## src/rtl/mips_instr_encoder.sv

```systemverilog
// ---------------------------------------------------------------------------
// mips_instr_encoder
//
// Streaming MIPS instruction encoder. Symbolic requests (operation code plus
// register, immediate and target fields) arrive over a valid/ready handshake.
// Each request is packed into a 32-bit machine word, tagged with the current
// program counter and queued in a 2-entry output FIFO.
//
// Ports:
//   clk        in   1   rising-edge clock
//   reset      in   1   synchronous, active-high reset
//   in_valid   in   1   request valid
//   in_ready   out  1   request accepted when in_valid & in_ready
//   in_op      in   5   operation code (0..16 legal, 17..31 illegal)
//   in_rs      in   5   source register
//   in_rt      in   5   target register
//   in_rd      in   5   destination register
//   in_shamt   in   5   shift amount (sll only)
//   in_imm     in   16  immediate (ori, loads, stores, lui)
//   in_target  in   32  absolute byte address (beq, jal, j)
//   base_load  in   1   reload the program counter
//   base_addr  in   32  new program counter (bits [1:0] forced to 0)
//   out_valid  out  1   FIFO head valid
//   out_ready  in   1   head consumed when out_valid & out_ready
//   out_instr  out  32  encoded word
//   out_addr   out  32  program counter assigned to the word
//   out_err    out  1   illegal operation or unencodable target
// ---------------------------------------------------------------------------
module mips_instr_encoder #(
    parameter logic [31:0] RESET_PC = 32'h0000_3000
) (
    input  logic        clk,
    input  logic        reset,
    input  logic        in_valid,
    output logic        in_ready,
    input  logic [4:0]  in_op,
    input  logic [4:0]  in_rs,
    input  logic [4:0]  in_rt,
    input  logic [4:0]  in_rd,
    input  logic [4:0]  in_shamt,
    input  logic [15:0] in_imm,
    input  logic [31:0] in_target,
    input  logic        base_load,
    input  logic [31:0] base_addr,
    output logic        out_valid,
    input  logic        out_ready,
    output logic [31:0] out_instr,
    output logic [31:0] out_addr,
    output logic        out_err
);

    typedef enum logic [4:0] {
        OP_ADDU = 5'd0,
        OP_SUBU = 5'd1,
        OP_ORI  = 5'd2,
        OP_LW   = 5'd3,
        OP_SW   = 5'd4,
        OP_LH   = 5'd5,
        OP_LHU  = 5'd6,
        OP_LB   = 5'd7,
        OP_LBU  = 5'd8,
        OP_SH   = 5'd9,
        OP_SB   = 5'd10,
        OP_BEQ  = 5'd11,
        OP_LUI  = 5'd12,
        OP_JAL  = 5'd13,
        OP_J    = 5'd14,
        OP_JR   = 5'd15,
        OP_SLL  = 5'd16
    } op_e;

    localparam logic [5:0] OPC_RTYPE = 6'h00;
    localparam logic [5:0] OPC_ORI   = 6'h0D;
    localparam logic [5:0] OPC_LW    = 6'h23;
    localparam logic [5:0] OPC_SW    = 6'h2B;
    localparam logic [5:0] OPC_LH    = 6'h21;
    localparam logic [5:0] OPC_LHU   = 6'h25;
    localparam logic [5:0] OPC_LB    = 6'h20;
    localparam logic [5:0] OPC_LBU   = 6'h24;
    localparam logic [5:0] OPC_SH    = 6'h29;
    localparam logic [5:0] OPC_SB    = 6'h28;
    localparam logic [5:0] OPC_BEQ   = 6'h04;
    localparam logic [5:0] OPC_LUI   = 6'h0F;
    localparam logic [5:0] OPC_JAL   = 6'h03;
    localparam logic [5:0] OPC_J     = 6'h02;

    localparam logic [5:0] FN_ADDU = 6'h21;
    localparam logic [5:0] FN_SUBU = 6'h23;
    localparam logic [5:0] FN_JR   = 6'h08;
    localparam logic [5:0] FN_SLL  = 6'h00;

    // -----------------------------------------------------------------------
    // State
    // -----------------------------------------------------------------------
    logic [31:0] r_pc;
    logic [31:0] r_instr_q [2];
    logic [31:0] r_addr_q  [2];
    logic        r_err_q   [2];
    logic        r_wr_ptr;
    logic        r_rd_ptr;
    logic [1:0]  r_count;

    // -----------------------------------------------------------------------
    // Encoder datapath
    // -----------------------------------------------------------------------
    op_e         w_op;
    logic [31:0] w_pc4;
    logic [31:0] w_br_off;
    logic        w_br_err;
    logic        w_j_err;
    logic [31:0] w_instr;
    logic        w_err;
    logic        w_push;
    logic        w_pop;

    assign w_op  = op_e'(in_op);
    assign w_pc4 = r_pc + 32'd4;

    // Branch offset is relative to the delay-slot address (pc+4). It is
    // encodable when word-aligned and the bits above bit 17 are a pure sign
    // extension, i.e. the value lies in [-2^17, 2^17-4].
    assign w_br_off = in_target - w_pc4;
    assign w_br_err = (|w_br_off[1:0])
                    | ~((w_br_off[31:17] == '0) || (w_br_off[31:17] == '1));

    // Jumps can only reach the 256 MB region that contains pc+4.
    assign w_j_err = (in_target[31:28] != w_pc4[31:28]) | (|in_target[1:0]);

    always_comb begin
        w_instr = '0;
        w_err   = 1'b0;
        case (w_op)
            OP_ADDU: w_instr = {OPC_RTYPE, in_rs, in_rt, in_rd, 5'd0, FN_ADDU};
            OP_SUBU: w_instr = {OPC_RTYPE, in_rs, in_rt, in_rd, 5'd0, FN_SUBU};
            OP_ORI:  w_instr = {OPC_ORI, in_rs, in_rt, in_imm};
            OP_LW:   w_instr = {OPC_LW,  in_rs, in_rt, in_imm};
            OP_SW:   w_instr = {OPC_SW,  in_rs, in_rt, in_imm};
            OP_LH:   w_instr = {OPC_LH,  in_rs, in_rt, in_imm};
            OP_LHU:  w_instr = {OPC_LHU, in_rs, in_rt, in_imm};
            OP_LB:   w_instr = {OPC_LB,  in_rs, in_rt, in_imm};
            OP_LBU:  w_instr = {OPC_LBU, in_rs, in_rt, in_imm};
            OP_SH:   w_instr = {OPC_SH,  in_rs, in_rt, in_imm};
            OP_SB:   w_instr = {OPC_SB,  in_rs, in_rt, in_imm};
            OP_BEQ: begin
                // Truncated offset is emitted even when flagged.
                w_instr = {OPC_BEQ, in_rs, in_rt, w_br_off[17:2]};
                w_err   = w_br_err;
            end
            OP_LUI:  w_instr = {OPC_LUI, 5'd0, in_rt, in_imm};
            OP_JAL: begin
                w_instr = {OPC_JAL, in_target[27:2]};
                w_err   = w_j_err;
            end
            OP_J: begin
                w_instr = {OPC_J, in_target[27:2]};
                w_err   = w_j_err;
            end
            OP_JR:   w_instr = {OPC_RTYPE, in_rs, 5'd0, 5'd0, 5'd0, FN_JR};
            OP_SLL:  w_instr = {OPC_RTYPE, 5'd0, in_rt, in_rd, in_shamt, FN_SLL};
            default: begin
                w_instr = '0;
                w_err   = 1'b1;
            end
        endcase
    end

    // -----------------------------------------------------------------------
    // Handshakes: in_ready depends only on the registered count.
    // -----------------------------------------------------------------------
    assign in_ready  = (r_count != 2'd2);
    assign out_valid = (r_count != 2'd0);
    assign w_push    = in_valid & in_ready;
    assign w_pop     = out_valid & out_ready;

    // -----------------------------------------------------------------------
    // Program counter: base_load wins over the +4 advance; a request accepted
    // on the same edge has already been tagged with the old value.
    // -----------------------------------------------------------------------
    always_ff @(posedge clk) begin
        if (reset) begin
            r_pc <= RESET_PC;
        end else if (base_load) begin
            r_pc <= base_addr & ~32'd3;
        end else if (w_push) begin
            r_pc <= w_pc4;
        end
    end

    // -----------------------------------------------------------------------
    // Output FIFO
    // -----------------------------------------------------------------------
    always_ff @(posedge clk) begin
        if (reset) begin
            for (int unsigned i = 0; i < 2; i++) begin
                r_instr_q[i] <= '0;
                r_addr_q[i]  <= '0;
                r_err_q[i]   <= 1'b0;
            end
            r_wr_ptr <= 1'b0;
            r_rd_ptr <= 1'b0;
            r_count  <= '0;
        end else begin
            if (w_push) begin
                r_instr_q[r_wr_ptr] <= w_instr;
                r_addr_q[r_wr_ptr]  <= r_pc;
                r_err_q[r_wr_ptr]   <= w_err;
                r_wr_ptr            <= ~r_wr_ptr;
            end
            if (w_pop) begin
                r_rd_ptr <= ~r_rd_ptr;
            end
            case ({w_push, w_pop})
                2'b10:   r_count <= r_count + 2'd1;
                2'b01:   r_count <= r_count - 2'd1;
                default: r_count <= r_count;
            endcase
        end
    end

    assign out_instr = r_instr_q[r_rd_ptr];
    assign out_addr  = r_addr_q[r_rd_ptr];
    assign out_err   = r_err_q[r_rd_ptr];

endmodule
```

## config.mk

```make
export PLATFORM = sky130hd
export DESIGN_NAME = mips_instr_encoder
export DESIGN_NICKNAME = d
export VERILOG_FILES = /design/src/rtl/mips_instr_encoder.sv
export SDC_FILE = /design/constraint.sdc
export NUM_CORES = 1
export LEC_CHECK = 0
export CAP_MARGIN = 20
export CORE_AREA = 2 2 169 171
export CTS_CLUSTER_DIAMETER = 50
export CTS_CLUSTER_SIZE = 14
export DETAILED_ROUTE_END_ITERATION = 8
export DIE_AREA = 0 0 171 173
export DONT_BUFFER_PORTS = 1
export PLACE_DENSITY_LB_ADDON = 0.3
export SETUP_SLACK_MARGIN = 0.4
export SYNTH_ARGS = -nofsm -noshare
export SYNTH_HDL_FRONTEND = slang
export SYNTH_SLANG_ARGS = --single-unit
```

## constraint.sdc

```tcl
create_clock -name clk -period 5.15 [get_ports clk]
set_input_delay 1.03 -clock clk [delete_from_list [all_inputs] [get_ports clk]]
set_output_delay 1.03 -clock clk [all_outputs]
set_load 0.02 [all_outputs]
```

* Yosys cells after proc, flatten, opt, wreduce, memory -nomap -nowiden
Memories as Yosys holds them, arrays and structs flattened. A register that Yosys moved wholly into a read port is not among the register bits.
Cells that the tools add are included.
** Word-level totals
- Flip-flop bits (word level) :: 36
- Memory bits (read-only) :: 0
- Bits in latches :: 0
- Bits of input ports :: 110
- Memory bits (writable) :: 130
- Memories kept :: 3
** Memories
- r_addr_q :: words 2, bits a word 32, read ports 1, clocked after Yosys merged registers in 1, write ports 2, RTL line 97 : logic [31:0] r_addr_q [2];
- r_instr_q :: words 2, bits a word 32, read ports 1, clocked after Yosys merged registers in 1, write ports 2, RTL line 96 : logic [31:0] r_instr_q [2];
- r_err_q :: words 2, bits a word 1, read ports 1, clocked after Yosys merged registers in 1, write ports 2, RTL line 98 : logic r_err_q [2];
** Operators by class
- Bitwise gates (word level) :: 7
- Shift operators :: 0
- Mux-type cells :: 25
- Magnitude comparators :: 0
- Div/mod/pow operators :: 0
- Eq/ne operators :: 21
- Add/sub/neg operators :: 4
- Reduce and logical (&&, ||, !) cells :: 14
- Multipliers :: 0
** Operator list (count)
- 32-bit one-hot mux with 17 select lines :: 1
- 32-bit two-way mux :: 4
- 32-bit OR reduction :: 2
- 5-bit by 4-bit == test with 1-bit output, second input constant :: 8
- 32-bit by 3-bit adder with 32-bit output, second input constant :: 1
- 32-bit subtractor :: 1
- 5-bit by 3-bit == test with 1-bit output, second input constant :: 4
- 1-bit two-way mux :: 18
- 15-bit == test, second input constant :: 1
- 15-bit logical NOT :: 1
- 14-bit OR reduction :: 1
- 5-bit by 2-bit == test with 1-bit output, second input constant :: 2
- 2-bit OR reduction :: 4
- 2-bit nonzero test :: 3
- 5-bit by 1-bit == test with 1-bit output, second input constant :: 1
- 5-bit == test, second input constant :: 1
- 5-bit logical NOT :: 1
- 4-bit != test :: 1
- 2-bit one-hot mux with 2 select lines :: 1
- 1-bit NOT :: 3
- 1-bit one-hot mux with 3 select lines :: 1
- 2-bit by 1-bit adder with 2-bit output, second input constant :: 1
- 1-bit bitwise AND :: 2
- 2-bit by 1-bit == test with 1-bit output, second input constant :: 1
- other kinds (6) :: 7

* Depth between registers and ports, before layout
- Depth after elaboration :: 8
- Gate-level depth with buffers :: 22
- Mapped depth without buffers :: 22

* Worst setup path after synthesis
OpenSTA, ideal clock, no wires.
- Path type :: input port to flip-flop
- From :: input in_valid
- To :: memory r_addr_q[0][10], enable pin
- Setup slack :: 0.039 ns
- Library setup time :: 0.495 ns
- Data arrival time :: 4.616 ns
- Data required time :: 4.655 ns
- Stages on the path :: 5
- Path through :: and2_1 -> clkbuf_1 -> inv_1 -> clkbuf_1 -> o21bai_1
** RTL lines
- start, declared :: RTL line 34 : input logic in_valid,
- end, declared :: RTL line 97

==> results.toml <==
[run_status]
status = "completed"

[die]
die_area_um2 = 29600
start_util = 0.376
core_um2 = 27600
dieWidth_um = 171
row_count = 61
dieHeight_um = 173
io_pins = 177

[yosys]
async_reset_ff_frac = 0
ys_ff_latch = 159
synth_top_area_frac = 0.359
synth_area_leaders = "edfxtp_1 36%, mux2_2 6.8%, dfxtp_1 6.7%"
synth_area_um2 = 10400
synth_top_cell_by_area = "edfxtp_1"
synthTopCellsByCount = "139 x nor2_1, 124 x edfxtp_1, 73 x a21oi_1"
yosys_warnings = 0
synth-main-ff-cell = "edfxtp_1"
ys_seq_area_frac = 0.426
avgSynthCellArea_um2 = 9.79
synth.distinct_cells = 83
synth.most_common_cell = "nor2_1"
netlist_instances = 1061
synth-edff-count = 124

[sta]
fin_worst_skew_ns = 0.0156
finalCriticalPeriod_ns = 4.62
setup_viol = 0
worst_slack_ns = 0.527
fmax_mhz = 216
slew_headroom = 0.312
finalCritPeriodShare = 0.898
grt_setup_unrepaired = "true"
worst_slew_pin_slew_ns = 1.03
hold_ws_ns = 0.503
finalHoldViolCount = 0
tns_ns = 0
report.final.slew_viol_count = 0

[setup_path]
cpMostUsedCell = "and3_4"
critPathArrivalTime_ns = 4.77
cp.required_ns = 5.30
cp-end-kind = "register"
crit_fanout = 3
critPathSlowestCell = "or4_4"
slowest_delay_ns = 0.51
crit_type = "reg -> reg"
start_kind = "register"
path_cells = "ha_4 > nand4_4 > nor4_4 > and3_4 > and3_4 > and3_4 > and2_4 > nand2_4 > xor2_4 > ha_4 > and3_4 > and3_4 > buf_4 > buf_4 > nand3_1 > o21a_1 > a31oi_2 > xor2_1 > nand2_1 > or4_4 > a21oi_4 > nor3_1"

[clock_network]
cts.reportedPaths.clkPinSlew_ns = 0.07
cts_sinks = 159
htreeDepth = 4
cts_inserted_buffers = 17
cts_root_buffer = "clkbuf_16"
clk_path_buf_depth = 2
cts_tree = "done"
worst_skew_pair.late_latency_ns = 0.44

[global_route]
grt_pass1_vias = 7776
grt_max_degree = 59
grt-ovfl-total = 0
globalRouteMet1Util = 0.270
antenna_found_initial = 0
track_usage = 0.200
use_met2 = 0.312
grt_pass1_wl_mm = 45.3
grtUsageMet3 = 0.0577
grt.busiest_layer = "met2"

[cells_and_area]
fin_area_um2 = 12100
area_growth_syn_to_layout_pct = 16.5
final_nets = 1209
utilization = 0.438
antenna_cells = 0
fillerInstances = 2685
stdcell_count = 1465
drive_gt1_frac = 0.236

[job]
cap_violations = 0

[placed_design]
dpl.cell_count = 1409
port_buffers = 0
dp_hpwl_mm = 21.4
postPlaceCellArea_um2 = 11000
pre_cts_ws_ns = 0.141
gp_congestion = 0.860

[routing]
route.vias.total = 8116
drt_pass1_iterations = 6
antenna_left = 0
remaining_drc_errors = 0
via_per_inst = 5.54
drt_iter0_markers = 647
routed_wl_mm = 30.1
wl_per_cell_um = 20.5

[pwr]
power_mw = 4.24
power_leakage_nw = 4.50
ir_drop_mv = 0.253
powerDensity_nw_per_um2 = 351

[worst_hold_path]
worstHoldPathType = "reg -> reg"
## where the power goes
part	internal (mW)	switching, mW
Sequential	1.56	0.0866
Clock	0.655	0.629
Combinational	0.481	0.828
## placed cells by master, fill, tap and decap left out, types with 7 or more instances in the layout
| cell | netlist | final |
|---|---|---|
| nor2_1 | 139 | 138 |
| edfxtp_1 | 124 | 124 |
| a21oi_1 | 73 | 67 |
| buf_4 | 4 | 66 |
| mux2_2 | 63 | 63 |
| nand2_1 | 50 | 48 |
| and2_1 | 38 | 37 |
| xor2_1 | 42 | 36 |
| and3_1 | 41 | 36 |
| xnor2_1 | 38 | 34 |
| dfxtp_1 | 35 | 29 |
| nand3_1 | 26 | 23 |
| nor3_1 | 26 | 22 |
| o21ai_0 | 25 | 21 |
| inv_1 | 17 | 17 |
| clkbuf_16 | 0 | 17 |
| ha_1 | 24 | 16 |
| nand2b_1 | 14 | 13 |
| a222oi_1 | 13 | 13 |
| nand4_1 | 11 | 11 |
| a22oi_1 | 11 | 11 |
| or3_1 | 11 | 10 |
| a21o_1 | 9 | 9 |
| a21boi_0 | 9 | 9 |
| mux2i_1 | 8 | 8 |
| nor3_2 | 4 | 7 |
| a31oi_1 | 8 | 7 |
## area by class of cell
type	instances	area, um^2	share of cell area
tap	378	473	0.0391
inverter	18	67.6	0.00559
timing repair buffer	72	593	0.0490
sequential	159	4430	0.367
clock buffer	17	425	0.0352
clock inverter	15	164	0.0136
multi-input combinational	806	5940	0.491
## flip-flops by register name (all words and copies together), names as in the netlist, named ones only
signal     cells
r_instr_q     62
r_addr_q      60
r_pc          30
r_count        2
r_err_q        2
r_rd_ptr       1
r_wr_ptr       1
## cells by family after synthesis
group           count (synthesis)  synth area share
xor+xnor                       84            0.0762
compound gates                210             0.138
fa+ha+maj                      32            0.0381
simple gates                  406             0.207
buf+inv                        98            0.0380
other cells                     1          0.000361
mux                            71            0.0760
flops                         159             0.426
## critical path, delay by kind of cell, from the launching register on
kind / cells / cell delay, ns
AOI/OAI and AO/OA: 3 / 0.59
xor gates and xnor gates: 2 / 0.39
adders and majority gates: 2 / 0.44
buffers and inverters: 2 / 0.21
DFF: 1 / 0.36
and+or+nand+nor: 13 / 2.35
## metal layers
layer  wire length (um)  part of all wire
met2              13600              0.45
met5                  0                 0
met4                506             0.017
met1              13700              0.46
met3               2240             0.075
## path summary, 6_finish.rpt
| check | startpoint | endpoint | cells after the start | slack (ns) |
|---|---|---|---|---|
| max | r_pc[3] | r_err_q[0] | 22 | 0.53 |
| min | r_count[1] | r_count[1] | 2 | 0.50 |
| max reg2reg | r_pc[3] | r_err_q[0] | 22 | 0.53 |
| min reg2reg | r_count[1] | r_count[1] | 2 | 0.50 |
## what timing repair did
item / CTS / global route
pin swaps: 16 / 29
hold buffers: 0 / 0
gates cloned: 0 / 0
endpoints found under the hold margin: 0 / 0
setup endpoints to repair: 2 / 2
buffers inserted: 9 / 15
gates resized for setup: 15 / 47
Power figures use the tool's default switching activity.
